[src/rtl/prog_loader.sv]
// Framed byte-stream loader for the risc8 program ROM: writes payload bytes as they
// arrive, checks an 8-bit additive checksum, and holds the core in reset until a good frame.
module prog_loader #(
  parameter logic [7:0] HDR_BYTE = 8'hA5,
  parameter int         ADDR_W   = 8
) (
  input  logic              clk,
  input  logic              rst,
  input  logic              in_valid,
  input  logic [7:0]        in_data,
  output logic              in_ready,
  output logic              mem_we,
  output logic [ADDR_W-1:0] mem_addr,
  output logic [7:0]        mem_wdata,
  output logic              core_rst_n,
  output logic              done,
  output logic              err
);

  typedef enum logic [2:0] {
    S_IDLE, S_ADDR, S_LEN, S_DATA, S_CSUM, S_DONE, S_ERR
  } state_t;

  state_t            state, state_nx;
  logic [ADDR_W-1:0] ptr;
  logic [7:0]        cnt;
  logic [7:0]        sum;
  logic              acc;

  assign acc = in_valid && in_ready;

  always_ff @(posedge clk or negedge rst) begin
    if (!rst) state <= S_IDLE;
    else      state <= state_nx;
  end

  always_comb begin
    state_nx = state;
    if (acc) begin
      case (state)
        S_IDLE:  if (in_data == HDR_BYTE) state_nx = S_ADDR;
        S_ADDR:  state_nx = S_LEN;
        S_LEN:   state_nx = S_DATA;
        S_DATA:  if (cnt == 8'd0) state_nx = S_CSUM;
        S_CSUM:  state_nx = (in_data == sum) ? S_DONE : S_ERR;
        S_DONE,
        S_ERR:   if (in_data == HDR_BYTE) state_nx = S_ADDR;
        default: state_nx = S_IDLE;
      endcase
    end
  end

  // Status is a pure decode of the state register, so it changes on the accepting edge.
  always_comb begin
    done       = 1'b0;
    err        = 1'b0;
    core_rst_n = 1'b0;
    case (state)
      S_DONE: begin done = 1'b1; core_rst_n = 1'b1; end
      S_ERR:  err = 1'b1;
      default: ;
    endcase
  end

  always_ff @(posedge clk or negedge rst) begin
    if (!rst) begin
      in_ready  <= 1'b0;
      mem_we    <= 1'b0;
      mem_addr  <= '0;
      mem_wdata <= 8'h00;
      ptr       <= '0;
      cnt       <= 8'h00;
      sum       <= 8'h00;
    end else begin
      in_ready <= 1'b1;
      mem_we   <= 1'b0;
      if (acc) begin
        case (state)
          S_ADDR: ptr <= ADDR_W'(in_data);
          S_LEN: begin
            cnt <= in_data;
            sum <= 8'h00;
          end
          S_DATA: begin
            mem_we    <= 1'b1;
            mem_addr  <= ptr;
            mem_wdata <= in_data;
            sum       <= sum + in_data;
            ptr       <= ptr + ADDR_W'(1);
            cnt       <= cnt - 8'd1;
          end
          default: ;
        endcase
      end
    end
  end

endmodule

[config.mk]
export PLATFORM = sky130hd
export DESIGN_NAME = prog_loader
export DESIGN_NICKNAME = d
export VERILOG_FILES = /design/src/rtl/prog_loader.sv
export SDC_FILE = /design/constraint.sdc
export NUM_CORES = 1
export LEC_CHECK = 0
export CORE_AREA = 2 2 70 72
export CTS_BUF_LIST = sky130_fd_sc_hd__clkbuf_4
export DETAILED_ROUTE_END_ITERATION = 8
export DIE_AREA = 0 0 72 74
export PLACE_DENSITY = 0.79
export SYNTH_ARGS = -nofsm -noshare
export SYNTH_HDL_FRONTEND = slang
export SYNTH_SLANG_ARGS = --single-unit
[constraint.sdc]
create_clock -name clk -period 2.8 [get_ports clk]
set_input_delay 0.84 -clock clk [delete_from_list [all_inputs] [get_ports clk]]
set_output_delay 0.84 -clock clk [all_outputs]
set_load 0.02 [all_outputs]
==> metrics.txt <==
critical path's top delay family=compound AO/OA/AOI/OAI gates; Final Skew=11.9 ps; CP Capture Type=register; DRT Wirelength=5880 um; critical-path cell list=clkdlybuf4s50_1, ha_1, a211oi_2, o31ai_2, o31a_1, mux2_1, a311o_1; minimum clock period=2700 ps; global-route wire length before repair=9890 um; GR Layer Usage met1=30.9%; # nets final=327; maximum clock rate=~0.37 GHz; peak supply drop=0.628 mV; drt first pass iters=4; Syn Inst Count=252; met2 GRT Util=40.6%; Core ar.=4600 um2; Fin Hold WS=335 ps; syn_area_per_cell=9.79 um2; syn_nets=274; Ys Warns=0; GP Congestion=0.876; arrival time worst endpoint=2950 ps; RSZ-0062 raised after global routing=no; Critical Path RT=3050 ps; DR iter-0 viols=between 200 and 250; power density over the cells=roughly 1000 nW/um2; grt peak-use layer=met2; asr flop ratio synth=100%; fillers=roughly 360; slowest cell delay on critical path=approximately 540 ps; TritonCTS clock tree=done; gr ovfl total=0; DRC=0; starting density of the core=a little over half; largest area contributor in the synthesized netlist=dfrtp_1; DP HPWL=4300 um; clock transition at the registers of the reported paths=130 ps; clk_lat worst skew=370 ps; max-cap violations=0; die height=around 74 um; Static Leak=1.35 nW; number of synthesized flops with an enable pin=0; Hold Path Class=primary input to async pin; period utilization=96.4%; Clk Tree Root Cell=clkbuf_4; fraction of layout cells with a size suffix above 1=19.9%; register area share after synthesis=45.6%; register bit total from synthesis=45; initial antenna violation count=0; Die W=72 um; die area=5330 um2; vias in the first global route=2,171; drt wl/cell=16.3 um; Setup crit start kind=primary input; pin count of the biggest net entering global routing=21; worst-path fanout max=5; IO Pins=32; # setup viols final=0; largest cells by area after synthesis=dfrtp_1 (46%), mux2_2 (7.3%), ha_1 (5.1%); final hold vios=0; H-Tree Depth=2; drt via density=5.96; most common cell in the synthesized netlist=dfrtp_1; # rows=25; Synth top area share=45.6%; GRT Overall Usage=24.0%; number of buffers created by CTS=5; clock sink count=45; DRT antenna net count=0; area grow syn2layout=24.5%; Setup Crit Path Kind=primary input to register; post-synthesis cell type count=48; Mapped Area=2470 um2; status=complete, no violations; CTS max path bufs=2; Buf+Inv Stages, Crit Path=1; grt met3 use=3.25%; slowest cell on the critical path=clkdlybuf4s50_1; top cells by instance count after synthesis=dfrtp_1 (45), nand2_1 (22), nor2_1 (21); Synth Flop Type=dfrtp_1; Ant. Diodes=0; overall power=3.18 mW; Final Max Slew Viols=0; port bufs=31; Via Count=2,144
==> flip-flops by register name, indices dropped and copies added, names as in the netlist <==
register,count
sum,8
ptr,8
in_ready,1
cnt,8
state,3
mem_addr,8
mem_wdata,8
mem_we,1
==> power breakdown <==
group / leakage [nW] / switching, mW / internal (mW)
registers: 0.538 / 0.279 / 0.939
clock network: 0.0279 / 0.217 / 0.108
logic: 0.782 / 0.820 / 0.815
total: 1.35 / 1.32 / 1.86
==> what timing repair did <==
action | 4_1_cts | 5_1_grt
hold buffers | 0 | 0
setup buffers | 0 | 0
endpoints found under the setup margin | 0 | 1
resized for setup | 0 | 1
==> cell usage in the layout, fill, tap and decap left out, drive strengths merged, types with 6 or more instances in the layout <==
cell,n
a21oi,21
ha,10
dfrtp,45
nor3,6
nand2,22
o21ai,16
clkdlybuf4s50,30
nand3,10
nor2,21
buf,31
clkbuf,6
mux2,17
inv,6
==> final cells by class <==
type	count	area, um2	area share, %
clock inverters	2	15.0	0.489
repair buffers	61	543	17.7
inverters	6	22.5	0.733
multi-input cells	186	1250	40.8
well taps	54	67.6	2.20
clock buffers	6	45.0	1.47
flip-flops and latches	45	1130	36.6
==> metal layers <==
metal,vias to the layer above,routed length [um]
li1,1024,-
met1,1037,2560
met2,72,2870
met3,11,344
met4,0,110
met5,-,0
==> stage by stage <==
stage / setup WS [ps] / setup TNS (ps) / utilization [%] / instances / instance area (um2)
floorplan: 300 / 0 / - / 252 / 2470
global placement: -221 / -494 / 65.4 / 352 / 3010
detailed placement: -251 / -511 / 65.4 / 352 / 3010
CTS: 106 / 0 / 66.7 / 360 / 3070
global route: 45.9 / 0 / 66.8 / 360 / 3070
finish: 100 / 0 / 66.8 / 360 / 3070
==> final timing paths <==
check,to,slack (ps),cells after the start,start
min,cnt[1]$_DFFE_PN0P_,340,1,rst
min in group clk,sum[0]$_DFFE_PN0P_,500,2,sum[0]$_DFFE_PN0P_
min reg2reg,sum[0]$_DFFE_PN0P_,500,2,sum[0]$_DFFE_PN0P_
max in group asynchronous,sum[7]$_DFFE_PN0P_,1900,2,rst
max,sum[7]$_DFFE_PN0P_,100,7,in_data[0]
max reg2reg,sum[7]$_DFFE_PN0P_,720,6,sum[1]$_DFFE_PN0P_
==> cells by family (layout without fill, tap and decap cells) <==
logic type                 Yosys count  after routing  synth area share [%]
and+or+nand+nor                     80             80                  15.9
other                                1              1                 0.152
buffers and inverters               21             75                  3.75
DFF                                 45             45                  45.6
AOI/OAI and AO/OA                   67             67                  17.2
xor gates and xnor gates             8              8                  2.84
muxes                               18             18                  8.16
adders and majority gates           12             12                  6.29
(Power assumes the default switching activity.)
